**src/rtl/aha_clock_div_selector.sv**
```systemverilog
// -----------------------------------------------------------------------------
// aha_clock_div_selector
//
// Purpose:
//   Divide-by-2^k clock-enable generator built on one free-running counter.
//   Emits a one-cycle enable pulse per divided period plus a registered
//   divided-clock level. Ratio changes go through a REQ/ACK handshake and take
//   effect only on a period boundary shared by the old and the new ratio, so
//   no runt or stretched period is ever produced. Gating stops the outputs at
//   the next period boundary and restarts them on the same grid.
//
// Ports:
//   CLK          in   master clock, all logic on rising edge
//   RESETn       in   synchronous active-low reset
//   SELECT       in   requested ratio index (sampled with SELECT_REQ)
//   SELECT_REQ   in   one-cycle ratio change request
//   GATE_REQ     in   level, 1 = stop enables at next period boundary
//   SELECT_ACK   out  one-cycle pulse, requested ratio is now active
//   SELECT_ERR   out  one-cycle pulse, SELECT out of range, request dropped
//   BUSY         out  request accepted and waiting for a common boundary
//   ACTIVE_SEL   out  ratio index currently driving the outputs
//   GATED        out  outputs currently stopped
//   CLK_EN_OUT   out  enable pulse, one cycle per divided period
//   CLK_DIV_OUT  out  registered divided clock level (enable/status use only)
// -----------------------------------------------------------------------------
module aha_clock_div_selector #(
  parameter int NUM_DIV   = 6,
  parameter int SEL_W     = 3,
  parameter int RESET_SEL = 0
) (
  input  logic             CLK,
  input  logic             RESETn,
  input  logic [SEL_W-1:0] SELECT,
  input  logic             SELECT_REQ,
  input  logic             GATE_REQ,
  output logic             SELECT_ACK,
  output logic             SELECT_ERR,
  output logic             BUSY,
  output logic [SEL_W-1:0] ACTIVE_SEL,
  output logic             GATED,
  output logic             CLK_EN_OUT,
  output logic             CLK_DIV_OUT
);

  // The longest period (2^(NUM_DIV-1)) needs NUM_DIV-1 counter bits.
  localparam int CNT_W = (NUM_DIV - 1 > 1) ? (NUM_DIV - 1) : 1;
  // Per-ratio tables are sized to the full index range so every SEL_W-bit
  // index is legal; unused entries are tied off.
  localparam int NSEL  = 1 << SEL_W;

  typedef enum logic {
    S_IDLE,
    S_WAIT
  } state_t;

  state_t             r_state;
  logic [CNT_W-1:0]   r_cnt;
  logic [SEL_W-1:0]   r_active;
  logic [SEL_W-1:0]   r_pend;
  logic               r_gated;
  logic               r_en;
  logic               r_div;
  logic               r_ack;
  logic               r_err;

  state_t             w_state_next;
  logic [SEL_W-1:0]   w_active_next;
  logic [SEL_W-1:0]   w_pend_next;
  logic               w_gated_next;
  logic               w_en_next;
  logic               w_div_next;
  logic               w_ack_next;
  logic               w_err_next;

  logic [CNT_W-1:0]   w_cnt_inc;
  logic [NSEL-1:0]    w_bnd;      // w_bnd[k]: current cycle ends a 2^k period
  logic [NSEL-1:0]    w_div_bit;  // w_div_bit[k]: divided level after this edge
  logic [SEL_W-1:0]   w_max_sel;
  logic               w_sel_bad;
  logic               w_k_bnd;

  assign w_cnt_inc = r_cnt + CNT_W'(1);

  genvar gi;
  generate
    for (gi = 0; gi < NSEL; gi++) begin : g_ratio
      if (gi == 0) begin : g_k0
        assign w_bnd[gi]     = 1'b1;
        assign w_div_bit[gi] = 1'b1;
      end else if (gi < NUM_DIV) begin : g_kn
        assign w_bnd[gi]     = &r_cnt[gi-1:0];
        // High for the first half of each period, so it rises with the EN pulse.
        assign w_div_bit[gi] = ~w_cnt_inc[gi-1];
      end else begin : g_unused
        assign w_bnd[gi]     = 1'b0;
        assign w_div_bit[gi] = 1'b0;
      end
    end
  endgenerate

  // The boundary of the longer period is also a boundary of the shorter one.
  assign w_max_sel = (r_active > r_pend) ? r_active : r_pend;
  assign w_sel_bad = ({1'b0, SELECT} >= (SEL_W + 1)'(NUM_DIV));
  assign w_k_bnd   = w_bnd[r_active];

  always_comb begin
    w_state_next  = r_state;
    w_active_next = r_active;
    w_pend_next   = r_pend;
    w_gated_next  = r_gated;
    w_ack_next    = 1'b0;
    w_err_next    = 1'b0;

    // Outputs use the ratio and gate state in force during this cycle.
    w_en_next  = w_k_bnd & ~r_gated;
    w_div_next = ~r_gated & w_div_bit[r_active];

    if (w_k_bnd) begin
      w_gated_next = GATE_REQ;
    end

    case (r_state)
      S_IDLE: begin
        // Requests landing on the ACK cycle are dropped silently.
        if (SELECT_REQ && !r_ack) begin
          if (w_sel_bad) begin
            w_err_next = 1'b1;
          end else begin
            w_pend_next  = SELECT;
            w_state_next = S_WAIT;
          end
        end
      end
      S_WAIT: begin
        if (w_bnd[w_max_sel]) begin
          w_active_next = r_pend;
          w_ack_next    = 1'b1;
          w_state_next  = S_IDLE;
        end
      end
      default: begin
        w_state_next = S_IDLE;
      end
    endcase
  end

  always_ff @(posedge CLK) begin
    if (!RESETn) begin
      r_state  <= S_IDLE;
      r_cnt    <= '0;
      r_active <= SEL_W'(RESET_SEL);
      r_pend   <= '0;
      r_gated  <= 1'b0;
      r_en     <= 1'b0;
      r_div    <= 1'b0;
      r_ack    <= 1'b0;
      r_err    <= 1'b0;
    end else begin
      r_state  <= w_state_next;
      r_cnt    <= w_cnt_inc;
      r_active <= w_active_next;
      r_pend   <= w_pend_next;
      r_gated  <= w_gated_next;
      r_en     <= w_en_next;
      r_div    <= w_div_next;
      r_ack    <= w_ack_next;
      r_err    <= w_err_next;
    end
  end

  assign SELECT_ACK  = r_ack;
  assign SELECT_ERR  = r_err;
  assign BUSY        = (r_state == S_WAIT);
  assign ACTIVE_SEL  = r_active;
  assign GATED       = r_gated;
  assign CLK_EN_OUT  = r_en;
  assign CLK_DIV_OUT = r_div;

endmodule
```
**config.mk**
```make
export PLATFORM = sky130hd
export DESIGN_NAME = aha_clock_div_selector
export DESIGN_NICKNAME = d
export VERILOG_FILES = /design/src/rtl/aha_clock_div_selector.sv
export SDC_FILE = /design/constraint.sdc
export NUM_CORES = 1
export LEC_CHECK = 0
export BUFFER_PORTS_ARGS = -buffer_cell sky130_fd_sc_hd__buf_4
export CAP_MARGIN = 5
export CORE_MARGIN = 5
export CORE_UTILIZATION = 30
export DETAILED_ROUTE_END_ITERATION = 10
export PLACE_DENSITY_LB_ADDON = 0.25
export SETUP_SLACK_MARGIN = 0.3
export SLEW_MARGIN = 20
export SYNTH_ARGS = -nofsm -noshare
export SYNTH_HDL_FRONTEND = slang
export SYNTH_SLANG_ARGS = --single-unit
```
**constraint.sdc**
```tcl
create_clock -name CLK -period 2.85 [get_ports CLK]
set_input_delay 0.57 -clock CLK [delete_from_list [all_inputs] [get_ports CLK]]
set_output_delay 0.57 -clock CLK [all_outputs]
set_load 0.1 [all_outputs]
```
==> reports/metrics.cfg <==
[die]
design.core.area_um2=3103
rows=20
initial_core_util=0.3153
die_area_um2=4504
die_y_um=67.11
die_w_um=67.11
ios=16

[synth]
synth_edf_count=0
synth_most_common_cell=dfxtp_1
synth_warnings=0
synth_seq_cells=17
ys_types=36
yosys-top-cells-area=dfxtp_1 (35%), ha_1 (7.7%), mux2i_1 (6.1%)
synthArstFlopShare=0
netlist_instances=102
avgSynthCellArea_um2=9.593
syn_nets=115
synth_top_cell_by_area=dfxtp_1
synth_common_cells=dfxtp_1 (17), nor2_1 (9), nand2_1 (8), a21oi_1 (7)
synth_top_area_share=0.3478
yosys_most_used_dff=dfxtp_1
seq_area_frac_synth=0.3478
syn-cell-area_um2=978.4

[sta]
setup_slack_ns=0.4189
worst_clock_skew_ns=0.002439
rsz0062_at_grt=false
worst_pin_slew_ns=0.3646
setup_viol=0
worst_slew_margin_rel=0.7558
finalCritPeriodShare=0.8530
timing.fmax_mhz=411.3
min_period_ns=2.431
hold_viol_final=0
drv_slew=0
holdWs_ns=0.5001
setup_tns_ns=0

[power]
p_int_mw=0.3873
p_comb_frac=0.348
seq_power_share=0.445
p_switching_mw=0.2126
switching_share=0.3543
power_mw=0.5999
powerDensity_nw_per_um2=510.1
clkPwrFrac=0.207
leakagePower_nw=0.5160
ir_drop_mv=0.2152

[place]
place_ws_ns=0.3714
port_buffers=15
post-dp-hpwl_um=1626
gp_congestion=0.7727

[cells_and_area]
final_util=0.3790
nNetsFinal=133
synthToLayoutAreaGrowth_pct=20.20
diodes=0
fill_cells=350
drive_gt1_frac=0.3193

[cts]
cts_tree=done
path_clk_slew_ns=0.09
htree_levels=1
cts_buffer_depth=2
numCtsBuffers=3
clockRootBuffer=clkbuf_4
clk_latency_ns=0.28
cts.sinks=17

[grt]
grtUsageTotal=0.1031
grt_pass1_vias=784
grt_pass1_wl_um=3505
overflow=0
antenna_found_initial=0
grt_max_degree=20

[min_path]
min_path_type=reg -> reg
hp-start=r_pend[1]
whs_path_depth=2

[route]
wire_per_inst_um=12.29
finalWirelength_um=2003
vias_per_cell=4.718
drtAntennaViolNets=0
drtIter0Drc=16
drtPass1Iterations=4
drc=0
route.vias.total=769

[critical_path]
worst-r2r-cell-count=9
worstPathRequired_ns=3.06
slowest_delay_ns=0.39
cp-end-kind=flop
crit_path_start_kind=flop
cpMaxStageDelayCell=dfxtp_4
crit_path_cell_trace=inv_1 > ha_1 > nand2_1 > o211ai_4 > nand2_2 > mux2_4 > mux2_4 > a32oi_4 > mux2i_1
path_common_cell=mux2_4
rrSetupSlack_ns=0.42
cp_max_fo=8
crit_arrival_ns=2.64
crit_path_start=ACTIVE_SEL[0]
crit_type=reg -> reg
r2r_start=ACTIVE_SEL[0]

[run_status]
status=complete, no violations

[job]
drv_cap=0

final cells by class:
| class | count | area, um^2 | area share |
|---|---|---|---|
| clock buffers | 4 | 26.28 | 0.02234 |
| inverters | 5 | 18.77 | 0.01596 |
| multi-input cells | 78 | 611.8 | 0.5202 |
| flip-flops and latches | 17 | 351.6 | 0.2989 |
| well taps | 44 | 55.05 | 0.04681 |
| repair buffers | 15 | 112.6 | 0.09574 |
flip-flops by register name, indices dropped and copies added, names as in the netlist:
name,cells
r_cnt,5
CLK_DIV_OUT,1
GATED,1
BUSY,1
SELECT_ACK,1
ACTIVE_SEL,3
r_pend,3
SELECT_ERR,1
CLK_EN_OUT,1
cells in the final DEF (no fill, tap or decap):
| cell type | synthesis | routed |
|---|---|---|
| a211oi_1 | 1 | 1 |
| a21bo_2 | 1 | 1 |
| a21o_1 | 1 | 1 |
| a21oi_1 | 7 | 7 |
| a221oi_1 | 1 | 1 |
| a2bb2oi_1 | 1 | 1 |
| a32oi_4 | 1 | 1 |
| and2_1 | 4 | 4 |
| and3_1 | 1 | 1 |
| and3_4 | 1 | 1 |
| buf_4 | 0 | 15 |
| clkbuf_1 | 2 | 1 |
| clkbuf_4 | 0 | 3 |
| dfxtp_1 | 17 | 12 |
| dfxtp_2 | 0 | 3 |
| dfxtp_4 | 0 | 2 |
| ha_1 | 6 | 6 |
| inv_1 | 5 | 5 |
| mux2_2 | 1 | 1 |
| mux2_4 | 2 | 2 |
| mux2i_1 | 6 | 6 |
| nand2_1 | 8 | 8 |
| nand2_2 | 2 | 2 |
| nand2b_1 | 1 | 1 |
| nand3_1 | 3 | 3 |
| nor2_1 | 9 | 9 |
| nor2b_1 | 5 | 5 |
| nor2b_4 | 1 | 1 |
| nor3b_1 | 1 | 1 |
| o211ai_1 | 1 | 1 |
| o211ai_4 | 1 | 1 |
| o21a_1 | 1 | 1 |
| o21ai_0 | 3 | 3 |
| o21ba_2 | 1 | 1 |
| o221a_2 | 2 | 2 |
| o22ai_1 | 1 | 1 |
| o311a_4 | 1 | 1 |
| o31a_1 | 1 | 1 |
| or2_4 | 1 | 1 |
| xnor2_1 | 1 | 1 |
final timing paths:
kind,to
worst max-delay path,ACTIVE_SEL[1]
worst min-delay path,ACTIVE_SEL[1]
worst max register to register,ACTIVE_SEL[1]
worst min register to register,ACTIVE_SEL[1]
power by group through the flow:
stage | combinational (mW) | clock (mW) | sequential [mW]
final | 0.209 | 0.124 | 0.267
after global routing | 0.225 | 0.141 | 0.270
after CTS | 0.211 | 0.131 | 0.267
after detailed placement | 0.210 | 0 | 0.272
after global placement | 0.207 | 0 | 0.272
after floorplan | 0.117 | 0 | 0.323
metal layers:
layer	part of all wire	up-vias	GRT usage	wire length (um)
li1	-	397	-	-
met2	0.43	13	0.1558	855
met5	0	-	0	0
met3	0.038	5	0.01518	77
met4	0.026	0	0.06076	52
met1	0.51	354	0.1375	1016
what timing repair did:
item / in CTS / in global routing
setup buffers: 0 / 0
endpoints found under the setup margin: 0 / 3
hold buffers: 0 / 0
resized for setup: 0 / 2
kinds of logic (layout without fill, tap and decap cells):
logic type | after synthesis | in the layout | share of synthesized area
AND/OR/NAND/NOR | 37 | 37 | 0.2059
AO/OA/AOI/OAI | 25 | 25 | 0.2302
flip-flops | 17 | 17 | 0.3478
multiplexers | 9 | 9 | 0.1036
buffers and inverters | 7 | 24 | 0.02686
adder cells (fa/ha/maj) | 6 | 6 | 0.07672
XOR/XNOR | 1 | 1 | 0.008953
metrics by stage:
step | instance area [um^2] | instances
4_1_cts | 1174 | 163
6_report | 1176 | 163
3_3_place_gp | 1147 | 159
2_1_floorplan | 987.2 | 102
5_1_grt | 1176 | 163
3_5_place_dp | 1147 | 159
critical path, delay by kind of cell (launching register included):
kind,cells,cell delay (ns)
mux,3,0.90
fa+ha+maj,1,0.32
flops,1,0.39
simple gates,2,0.24
buf+inv,1,0.08
compound gates,2,0.41
(Power assumes the default switching activity.)
